===== src/rtl/mc14500b_sequencer.sv =====
// Program sequencer for an MC14500B ICU: FETCH, LATCH, EXEC x EXEC_CYCLES, UPDATE, so one
// instruction takes EXEC_CYCLES+3 cycles. run=0 stops at the next instruction boundary; flgf parks in HALT.
module mc14500b_sequencer #(
    parameter int AW          = 8,
    parameter int EXEC_CYCLES = 2
) (
    input  logic          clk_in,
    input  logic          rst,
    input  logic          run,
    output logic [AW-1:0] prog_addr,
    input  logic [AW+3:0] prog_data,
    output logic [3:0]    I,
    output logic [AW-1:0] io_addr,
    output logic          instr_valid,
    input  logic          jmp,
    input  logic          rtn,
    input  logic          flgf,
    output logic          halted,
    output logic          ret_err
);

    typedef enum logic [2:0] {
        S_IDLE,
        S_FETCH,
        S_LATCH,
        S_EXEC,
        S_UPDATE,
        S_HALT
    } state_t;

    localparam logic [3:0] LAST_EXEC = 4'(EXEC_CYCLES - 1);

    state_t        r_state;
    state_t        w_next;
    logic [AW-1:0] r_pc;
    logic [AW-1:0] r_ret_addr;
    logic          r_ret_valid;
    logic [AW+3:0] r_ir;
    logic [3:0]    r_cnt;
    logic          r_jmp;
    logic          r_rtn;
    logic          r_flgf;
    logic          w_last_exec;
    logic [AW-1:0] w_pc_inc;
    logic [AW-1:0] w_operand;

    assign w_last_exec = (r_state == S_EXEC) && (r_cnt == LAST_EXEC);
    assign w_pc_inc    = r_pc + AW'(1);
    assign w_operand   = r_ir[AW-1:0];
    assign prog_addr   = r_pc;
    assign io_addr     = w_operand;

    always_ff @(posedge clk_in) begin
        if (rst) begin
            r_state <= S_IDLE;
        end else begin
            r_state <= w_next;
        end
    end

    always_comb begin
        w_next = r_state;
        unique case (r_state)
            S_IDLE:   if (run) w_next = S_FETCH;
            S_FETCH:  w_next = S_LATCH;
            S_LATCH:  w_next = S_EXEC;
            S_EXEC:   if (w_last_exec) w_next = S_UPDATE;
            S_UPDATE: begin
                if (r_flgf)   w_next = S_HALT;
                else if (run) w_next = S_FETCH;
                else          w_next = S_IDLE;
            end
            S_HALT:   if (!run) w_next = S_IDLE;
            default:  w_next = S_IDLE;
        endcase
    end

    // Flags are captured only on the final EXEC cycle; UPDATE acts on the captured copy.
    always_ff @(posedge clk_in) begin
        if (rst) begin
            r_pc        <= '0;
            r_ret_addr  <= '0;
            r_ret_valid <= 1'b0;
            r_ir        <= '0;
            r_cnt       <= '0;
            r_jmp       <= 1'b0;
            r_rtn       <= 1'b0;
            r_flgf      <= 1'b0;
        end else begin
            case (r_state)
                S_LATCH: begin
                    r_ir  <= prog_data;
                    r_cnt <= '0;
                end
                S_EXEC: begin
                    r_cnt <= r_cnt + 4'd1;
                    if (w_last_exec) begin
                        r_jmp  <= jmp;
                        r_rtn  <= rtn;
                        r_flgf <= flgf;
                    end
                end
                S_UPDATE: begin
                    if (r_flgf) begin
                        r_pc <= w_pc_inc;
                    end else if (r_jmp) begin
                        r_ret_addr  <= w_pc_inc;
                        r_ret_valid <= 1'b1;
                        r_pc        <= w_operand;
                    end else if (r_rtn && r_ret_valid) begin
                        r_pc        <= r_ret_addr;
                        r_ret_valid <= 1'b0;
                    end else begin
                        r_pc <= w_pc_inc;
                    end
                end
                default: ;
            endcase
        end
    end

    always_comb begin
        I           = 4'b0000;
        instr_valid = 1'b0;
        halted      = 1'b0;
        ret_err     = 1'b0;
        case (r_state)
            S_EXEC: begin
                I           = r_ir[AW+3:AW];
                instr_valid = 1'b1;
            end
            S_UPDATE: ret_err = r_rtn && !r_jmp && !r_flgf && !r_ret_valid;
            S_HALT:   halted  = 1'b1;
            default: ;
        endcase
    end

endmodule

===== config.mk =====
export PLATFORM = sky130hd
export DESIGN_NAME = mc14500b_sequencer
export DESIGN_NICKNAME = d
export VERILOG_FILES = /design/src/rtl/mc14500b_sequencer.sv
export SDC_FILE = /design/constraint.sdc
export NUM_CORES = 1
export LEC_CHECK = 0
export BUFFER_PORTS_ARGS = -buffer_cell sky130_fd_sc_hd__buf_2
export CORE_ASPECT_RATIO = 1.4
export CORE_UTILIZATION = 51
export DETAILED_ROUTE_END_ITERATION = 6
export GPL_ROUTABILITY_DRIVEN = 0
export PLACE_DENSITY = 0.75
export SLEW_MARGIN = 30
export SYNTH_ARGS = -nofsm -noshare
export SYNTH_HDL_FRONTEND = slang
export SYNTH_SLANG_ARGS = --single-unit

===== constraint.sdc =====
create_clock -name clk_in -period 2 [get_ports clk_in]
set_clock_uncertainty 0.1 [all_clocks]
set_input_delay 0.4 -clock clk_in [delete_from_list [all_inputs] [get_ports clk_in]]
set_output_delay 0.4 -clock clk_in [all_outputs]
set_load 0.005 [all_outputs]

==> results.json, run 1 <==
{
  "die-area_um2": 4210,
  "max_freq_mhz": 535,
  "reg2reg_slack_ns": 0.22,
  "grt_pass1_wl_um": 7720,
  "ys_seq_elements": 39,
  "power.density_nw_per_um2": 658,
  "synth_fa_ha_area_share_pct": 1.86,
  "fill_cells": 353,
  "drv_slew": 0,
  "outcome": "completed",
  "drive_above_1_share_pct": 25.6,
  "synth_area_um2": 2020,
  "cts_hold_buf": 0,
  "synth.yosys.seq_area_share_pct": 38.7,
  "grt_overflow_total": 0,
  "synth-simple-area-share_pct": 23.9,
  "htreeDepth": 2,
  "critPathLaunch": "r_state[1]$_SDFFE_PP0P_",
  "drt_iter0_markers": 47,
  "ys_warn_count": 0,
  "hp-class": "input port to register",
  "yosysUniqueCellTypes": 42,
  "min_path_cells": 3,
  "detail-route-antenna-nets": 0,
  "core_area_um2": 3710,
  "p_leak_nw": 0.928,
  "tightest_slew_ns": 0.511,
  "cap_violations": 0,
  "top_layer_used": "met4",
  "synth_top_area_share_pct": 38.7,
  "cts_tree": "yes",
  "fin_crit_sh_pct": 93.5,
  "synth_common_cells": "39 x dfxtp_1, 24 x a21oi_1, 20 x nor2_1",
  "drc": 0,
  "die_x_um": 55.2,
  "grt_max_degree": 31,
  "antenna_found_initial": 0,
  "numCtsBuffers": 5,
  "wl_met3_um": 200,
  "routed-wl-met2_um": 2340,
  "clk_path_buf_depth": 2,
  "r2r_end": "r_ret_addr[2]$_SDFFE_PP0P_",
  "num_vias": 1834,
  "start_util_pct": 54.4,
  "syn_inst": 245,
  "syn_avg_cell_area_um2": 8.23,
  "fin_nets": 297,
  "grt_usage_pct": 24.7,
  "wl_um": 4600,
  "io_buffer_count": 40,
  "clk_pin_slew_ns": 0.08,
  "synth_edf_count": 0,
  "wl_per_cell_um": 14.4,
  "ioPinCount": 41,
  "area_delta_synth_final_pct": 14.6,
  "dieHeight_um": 76.4,
  "setup_viol": 0,
  "rsz0062_at_grt": "no",
  "grt_pass1_vias": 1653,
  "setup_tns_ns": 0,
  "yosys_most_used_dff": "dfxtp_1",
  "utilization_pct": 62.3,
  "synth.most_common_cell": "dfxtp_1",
  "crit_type": "register to output pin",
  "clkLatencyLatePin_ns": 0.30,
  "period_needed_ns": 1.87,
  "ir_worst_vdd_uv": 588,
  "vias_per_cell": 5.75,
  "num_rows": 26,
  "worstPathRequired_ns": 1.50,
  "routedLengthMet1_um": 2000,
  "yosys.area.top_type": "dfxtp_1",
  "slew_headroom_pct": 65.8,
  "synth_compound_area_share_pct": 20.0,
  "cp-start-kind": "register",
  "worstPathArrival_ns": 1.37,
  "antenna_cells": 0,
  "critical_path.endpoint_type": "output pin",
  "hold_viol": 0,
  "critPathCapture": "I[3]",
  "synth_top_family_by_area": "simple AND/OR/NAND/NOR gates",
  "hpwl_um": 3250,
  "clock-sinks": 39,
  "reg2reg_from": "r_state[1]$_SDFFE_PP0P_",
  "synthMuxAreaShare_pct": 4.65,
  "cts_root_buffer": "clkbuf_8",
  "synthArstFlopShare_pct": 0,
  "drt_first_pass_iters": 4,
  "reg2reg_depth": 5,
  "synth_xor_area_share_pct": 2.61,
  "crit_path_max_fanout": 9,
  "synth.area.top_cells": "dfxtp_1 39%, a21oi_1 6.0%, o21ai_0 4.0%",
  "syn_nets": 266
}
## logic make-up (layout without fill, tap and decap cells)
logic type,after synthesis,after routing
simple gates,90,90
compound gates,66,66
flops,39,39
buf+inv,32,64
mux,9,9
xor+xnor,6,6
fa+ha+maj,3,3
## worst min-delay path by stage
| stage | from | end | slack [ns] |
|---|---|---|---|
| 2_1_floorplan | r_ir[10]$_SDFFE_PP0P_ | r_ir[10]$_SDFFE_PP0P_ | 0.35 |
| 3_3_place_gp | r_ir[8]$_SDFFE_PP0P_ | r_ir[8]$_SDFFE_PP0P_ | 0.36 |
| 3_5_place_dp | r_ir[8]$_SDFFE_PP0P_ | r_ir[8]$_SDFFE_PP0P_ | 0.37 |
| 4_1_cts | prog_data[2] | r_ir[2]$_SDFFE_PP0P_ | 0.22 |
| 5_1_grt | prog_data[10] | r_ir[10]$_SDFFE_PP0P_ | 0.23 |
| 6_report | prog_data[10] | r_ir[10]$_SDFFE_PP0P_ | 0.23 |
## what timing repair did
| item | 4_1_cts | 5_1_grt |
|---|---|---|
| buffers inserted | 0 | 0 |
| endpoints found under the setup margin | 0 | 1 |
| gates resized for setup | 0 | 1 |
## cell usage in the layout, fill, tap and decap left out, drive strengths merged, types with 6 or more instances in the layout
cell and instances:
buf 54, nor2 20, mux2i 6, dfxtp 39
a31oi 6, o21ai 16, nand2 19, nand3 10
a211oi 10, a21oi 24, and3 7
## through the flow
step | setup WS [ns] | cell area, um2 | instances | hold WS, ns | power [W]
2_1_floorplan | 0.202 | 2020 | 245 | 0.349 | 0.000945
3_3_place_gp | 0.307 | 2220 | 311 | 0.359 | 0.000998
3_5_place_dp | 0.273 | 2220 | 311 | 0.367 | 0.000999
4_1_cts | 0.0256 | 2310 | 319 | 0.223 | 0.00153
5_1_grt | 0.0285 | 2310 | 319 | 0.225 | 0.00159
6_report | 0.130 | 2310 | 319 | 0.229 | 0.00152
## where the power goes
group	switching (W)	leakage (nW)	internal, W
clock network	0.000295	0.0402	0.000243
registers	0.0000222	0.316	0.000800
logic	0.0000922	0.572	0.0000681
## worst max-delay path, stage by stage, from the launching register on
cell     delay, ns
dfxtp_1       0.47
nor2b_1       0.17
buf_4         0.16
and3_1        0.16
buf_2         0.11
## sequential cells by signal, indices dropped and copies added (netlist names)
signal and count:
prog_addr 8, r_jmp 1, r_ret_valid 1, r_flgf 1, r_ret_addr 8, r_ir 12, r_rtn 1, r_state 3
r_cnt 4
## metal layers
layer	vias up	GRT usage (%)
met5	-	0
met4	0	8.00
met3	6	5.99
met2	51	39.9
met1	856	30.9
li1	921	-
## cell type report
| cell class | count | area [um2] | share of cell area [%] |
|---|---|---|---|
| flip-flops and latches | 39 | 781 | 33.8 |
| clock inverters | 3 | 20.0 | 0.866 |
| inverters | 2 | 7.51 | 0.325 |
| multi-input cells | 174 | 1080 | 46.6 |
| clock buffers | 5 | 68.8 | 2.98 |
| well taps | 42 | 52.6 | 2.27 |
| repair buffers | 54 | 305 | 13.2 |
Note: power is estimated with default switching activity, not from simulation.
==> run 2: changes to the inputs <==
--- a/config.mk
+++ b/config.mk
@@ -10,7 +10,7 @@
 export CORE_UTILIZATION = 51
 export DETAILED_ROUTE_END_ITERATION = 6
 export GPL_ROUTABILITY_DRIVEN = 0
-export PLACE_DENSITY = 0.75
+export PLACE_DENSITY_LB_ADDON = 0.1
 export SLEW_MARGIN = 30
 export SYNTH_ARGS = -nofsm -noshare
 export SYNTH_HDL_FRONTEND = slang
==> constraint.sdc (replaced) <==
create_clock -name clk_in -period 2 [get_ports clk_in]
set_clock_uncertainty 0.1 [all_clocks]
set_input_delay 0 -clock clk_in [delete_from_list [all_inputs] [get_ports clk_in]]
set_output_delay 0 -clock clk_in [all_outputs]
set_load 0.005 [all_outputs]
==> results.json, run 2 (same netlist as run 1, synthesis figures left out) <==
{
  "critPathLaunch": "r_state[1]$_SDFFE_PP0P_",
  "critPathCapture": "r_ret_addr[4]$_SDFFE_PP0P_",
  "vias_per_cell": 5.66,
  "slew_headroom_pct": 46.6,
  "r2r_end": "r_ret_addr[4]$_SDFFE_PP0P_",
  "cp-start-kind": "register",
  "io_buffer_count": 40,
  "clk_path_buf_depth": 2,
  "worstPathRequired_ns": 2.11,
  "crit_type": "register to register",
  "drt_first_pass_iters": 4,
  "reg2reg_slack_ns": 0.24,
  "drive_above_1_share_pct": 23.6,
  "drv_slew": 0,
  "num_rows": 26,
  "finalWorstSetupSlack_ns": 0.239,
  "path_delay_family": "simple AND/OR/NAND/NOR gates",
  "grt_pass1_vias": 1769,
  "reg2reg_from": "r_state[1]$_SDFFE_PP0P_",
  "cp_cell_sequence": "or3b_1, nor3b_4, buf_4, nor2_1, a211oi_1",
  "clkLatencyLatePin_ns": 0.30,
  "clk_pin_slew_ns": 0.08,
  "pwr-share-clk_pct": 34.9,
  "numCtsBuffers": 5,
  "critical_path.endpoint_type": "register",
  "die_x_um": 55.2,
  "pre_cts_slack_ns": 0.266,
  "antenna_cells": 0,
  "regArea_um2": 781,
  "area_delta_synth_final_pct": 21.9,
  "tightest_slew_ns": 0.802,
  "finalPower_w": 0.00154,
  "cts_root_buffer": "clkbuf_8",
  "cap_violations": 0,
  "crit_path_max_fanout": 11,
  "hold_viol": 0,
  "clock-sinks": 39,
  "crit_slowest_cell": "or3b_1",
  "power.density_nw_per_um2": 628,
  "cts_tree": "yes",
  "setup_viol": 0,
  "grt_max_degree": 44,
  "rsz0062_at_grt": "no",
  "p_sw_share_pct": 26.9,
  "wl_um": 4800,
  "worstPathArrival_ns": 1.87,
  "drc": 0,
  "cts_resized": 0,
  "grt_overflow_total": 0,
  "ir_worst_vdd_uv": 689,
  "htreeDepth": 2,
  "grt_usage_pct": 25.2,
  "antenna_found_initial": 0,
  "detail-route-antenna-nets": 0,
  "max_freq_mhz": 568,
  "dieHeight_um": 76.4,
  "seqPwrFrac_pct": 53.1,
  "mostFrequentLayoutCells": "40 x buf_2, 39 x dfxtp_1, 24 x a21oi_1",
  "worstSetupPathDepth": 5,
  "start_util_pct": 54.4,
  "mostFrequentLayoutCell": "buf_2",
  "hpwl_um": 3150,
  "cpPeakStageDelay_ns": 0.48,
  "hp-class": "input port to register",
  "die-area_um2": 4210,
  "cp_num_buf_inv": 1,
  "reg2reg_depth": 5,
  "fin_crit_sh_pct": 88.0,
  "p_comb_share_pct": 12.0,
  "period_needed_ns": 1.76,
  "largest_register_ffs": 12,
  "p_leak_nw": 0.988,
  "multi_input_area_um2": 1070,
  "drt_iter0_markers": 27,
  "grt_pass1_wl_um": 7870,
  "setup_tns_ns": 0,
  "regMostFlops": "r_ir",
  "outcome": "completed",
  "fill_cells": 330,
  "fin_nets": 312,
  "num_vias": 1892,
  "cell_internal_pwr_w": 0.00113,
  "ioPinCount": 41,
  "core_area_um2": 3710,
  "p_sw_w": 0.000415,
  "wl_per_cell_um": 14.4
}
## run 2: cell types whose count changed in the layout (fill, tap and decap cells not counted), sizes merged
cell and change:
dlygate4sd3 +16, buf -1
## run 2: worst reg2reg max path, cell delays in order (launching register included)
cell and delay [ns]:
dfxtp_1 0.39, or3b_1 0.48, nor3b_4 0.24, buf_4 0.20, nor2_1 0.05, a211oi_1 0.21
## run 2: per-layer routing
layer  global-route usage (%)  share of wire, %
met1                     29.5                44
met4                     9.00               1.5
met2                     43.4                51
met5                        0                 0
met3                     4.39               3.4
## run 2: layout make-up
cell class / count / share of cell area [%]
clock inverters: 3 / 0.814
repair buffers: 69 / 18.6
clock buffers: 5 / 2.80
inverters: 2 / 0.305
multi-input cells: 174 / 43.6
well taps: 42 / 2.14
flip-flops and latches: 39 / 31.8
## run 2: stage by stage
step / cell area (um2) / hold slack (ns) / cells / util [%]
after floorplan: 2020 / 0.0360 / 245 / -
after global placement: 2210 / 0.142 / 310 / 59.6
after detailed placement: 2210 / 0.145 / 310 / 59.6
after CTS: 2460 / 0.160 / 334 / 66.3
after global routing: 2460 / 0.221 / 334 / 66.3
final: 2460 / 0.170 / 334 / 66.3
## run 2: worst min path at each step
stage / from / to / slack, ns / cells after the start
6_report: rst / r_ret_addr[1]$_SDFFE_PP0P_ / 0.17 / 2
5_1_grt: rst / r_jmp$_SDFFE_PP0P_ / 0.22 / 2
3_3_place_gp: prog_data[9] / r_ir[9]$_SDFFE_PP0P_ / 0.14 / 3
2_1_floorplan: prog_data[0] / r_ir[0]$_SDFFE_PP0P_ / 0.04 / 2
4_1_cts: rst / r_flgf$_SDFFE_PP0P_ / 0.16 / 2
3_5_place_dp: prog_data[9] / r_ir[9]$_SDFFE_PP0P_ / 0.14 / 3
## run 2: timing repair
item,CTS,global route
hold buffers,16,0
hold endpoints to repair,16,0
setup buffers,0,0
## run 2: power by group through the flow
| stage | clock [W] | combinational, W | sequential (W) |
|---|---|---|---|
| global route | 0.000576 | 0.000206 | 0.000823 |
| CTS | 0.000547 | 0.000185 | 0.000819 |
| finish | 0.000540 | 0.000185 | 0.000819 |
| detailed placement | 0 | 0.000160 | 0.000837 |
| global placement | 0 | 0.000160 | 0.000836 |
| floorplan | 0 | 0.000116 | 0.000829 |
==> run 3: changes to the inputs <==
--- a/config.mk
+++ b/config.mk
@@ -5,12 +5,13 @@
 export SDC_FILE = /design/constraint.sdc
 export NUM_CORES = 1
 export LEC_CHECK = 0
-export BUFFER_PORTS_ARGS = -buffer_cell sky130_fd_sc_hd__buf_2
+export BUFFER_PORTS_ARGS = -buffer_cell sky130_fd_sc_hd__buf_4
 export CORE_ASPECT_RATIO = 1.4
 export CORE_UTILIZATION = 51
 export DETAILED_ROUTE_END_ITERATION = 6
 export GPL_ROUTABILITY_DRIVEN = 0
 export PLACE_DENSITY_LB_ADDON = 0.1
+export RECOVER_POWER = 100
 export SLEW_MARGIN = 30
 export SYNTH_ARGS = -nofsm -noshare
 export SYNTH_HDL_FRONTEND = slang
==> results.json, run 3 (same netlist as run 1, synthesis figures left out) <==
{
  "htreeDepth": 2,
  "drive_above_1_share_pct": 21.9,
  "hp-class": "input port to register",
  "antenna_found_initial": 0,
  "period_needed_ns": 1.78,
  "cap_violations": 0,
  "outcome": "completed",
  "cts_resized": 0,
  "antenna_cells": 0,
  "hold_viol": 0,
  "wl_per_cell_um": 14.9,
  "utilization_pct": 68.4,
  "largest_register_ffs": 12,
  "mostFrequentLayoutCells": "39 x dfxtp_1, 29 x buf_4, 24 x a21oi_1",
  "cts_setup_buffers": 0,
  "hpwl_um": 3220,
  "tightest_slew_ns": 0.525,
  "cp_num_buf_inv": 1,
  "worstSetupPathDepth": 5,
  "reg2reg_depth": 5,
  "crit_slowest_cell": "or3b_1",
  "wl_um": 4980,
  "max_freq_mhz": 562,
  "ir_worst_vdd_uv": 565,
  "grt.busiest_layer": "met2",
  "area_delta_synth_final_pct": 25.7,
  "rsz0062_at_grt": "no",
  "clock-sinks": 39,
  "grtUsageMet2_pct": 41.8,
  "fin_crit_sh_pct": 89.0,
  "num_vias": 1899,
  "cp-start-kind": "register",
  "grt_usage_pct": 25.3,
  "fin_nets": 312,
  "start_util_pct": 54.4,
  "drt_first_pass_iters": 4,
  "grt_pass1_wl_um": 7940,
  "cts_tree": "yes",
  "cell_internal_pwr_w": 0.00114,
  "setup_tns_ns": 0,
  "slew_headroom_pct": 64.9,
  "setup_viol": 0,
  "grt_use_met3_pct": 5.39,
  "clk_path_buf_depth": 2,
  "cpPeakStageDelay_ns": 0.48,
  "numCtsBuffers": 5,
  "clkLatencyLatePin_ns": 0.29,
  "p_leak_nw": 0.973,
  "die_x_um": 55.2,
  "instances_no_fill": 334,
  "crit_type": "register to register",
  "reg2reg_from": "r_state[1]$_SDFFE_PP0P_",
  "dp_cells": 310,
  "regMostFlops": "r_ir",
  "critPathLaunch": "r_state[1]$_SDFFE_PP0P_",
  "vias_per_cell": 5.69,
  "dieHeight_um": 76.4,
  "min_path_cells": 2,
  "io_buffer_count": 40,
  "cts_hold_buf": 16,
  "p_sw_w": 0.000407,
  "core_area_um2": 3710,
  "clk_pin_slew_ns": 0.08,
  "ioPinCount": 41,
  "cp_cell_sequence": "or3b_1, nor3b_4, buf_4, nor2_1, a211oi_1",
  "grt_max_degree": 44,
  "grt_overflow_total": 0,
  "grtUsageMet1_pct": 29.5,
  "worstPathRequired_ns": 2.11,
  "p_comb_share_pct": 12.7,
  "drv_slew": 0,
  "grt_pass1_vias": 1756,
  "crit_path_max_fanout": 11,
  "mostFrequentLayoutCell": "dfxtp_1",
  "drt_iter0_markers": 45,
  "critical_path.endpoint_type": "register",
  "seqPwrFrac_pct": 53.0,
  "detail-route-antenna-nets": 0,
  "p_sw_share_pct": 26.3,
  "drc": 0,
  "pwr-share-clk_pct": 34.2,
  "power.density_nw_per_um2": 610,
  "die-area_um2": 4210,
  "num_rows": 26,
  "cts_root_buffer": "clkbuf_8",
  "hold_start": "rst",
  "fill_cells": 325,
  "worstPathArrival_ns": 1.89,
  "path_delay_family": "simple AND/OR/NAND/NOR gates"
}
==> run 3: worst paths after layout <==
path | to | slack (ns)
hold / removal | r_ret_addr[1]$_SDFFE_PP0P_ | 0.04
setup reg to reg | r_ret_addr[4]$_SDFFE_PP0P_ | 0.22
setup / recovery | r_ret_addr[4]$_SDFFE_PP0P_ | 0.22
hold reg to reg | r_ir[8]$_SDFFE_PP0P_ | 0.38
==> run 3: cell type report <==
class	count	area (um2)	area share [%]
multi-input cells	174	1070	42.3
flip-flops and latches	39	781	30.8
repair buffers	69	538	21.2
clock buffers	6	72.6	2.86
inverters	2	7.51	0.296
clock inverters	2	12.5	0.494
well taps	42	52.6	2.07
==> run 3: power groups by stage <==
stage	combinational (W)	clock, W	sequential, W
2_1_floorplan	0.000116	0	0.000829
3_3_place_gp	0.000175	0	0.000837
3_5_place_dp	0.000177	0	0.000838
4_1_cts	0.000202	0.000545	0.000820
5_1_grt	0.000214	0.000572	0.000822
6_report	0.000197	0.000529	0.000820
==> run 3: through the flow <==
| step | setup WS [ns] | total power [W] | cell area (um2) | hold WS [ns] |
|---|---|---|---|---|
| after floorplan | 0.227 | 0.000945 | 2020 | 0.0360 |
| after global placement | 0.304 | 0.00101 | 2310 | 0.137 |
| after detailed placement | 0.237 | 0.00102 | 2310 | 0.141 |
| after CTS | 0.208 | 0.00157 | 2550 | 0.0298 |
| after global routing | 0.102 | 0.00161 | 2530 | 0.0665 |
| final | 0.220 | 0.00155 | 2530 | 0.0361 |
==> run 3: worst reg2reg max path: stages (launching register included) <==
cell and delay [ns]:
dfxtp_1 0.38, or3b_1 0.48, nor3b_4 0.25, buf_4 0.21, nor2_1 0.06, a211oi_1 0.22
==> run 3: routing by layer <==
metal / vias to the layer above / part of all wire, % / wire, um
met1: 880 / 43 / 2140
met2: 57 / 51 / 2530
met3: 11 / 4.3 / 213
li1: 951 / - / -
met5: - / 0 / 0
met4: 0 / 1.9 / 93
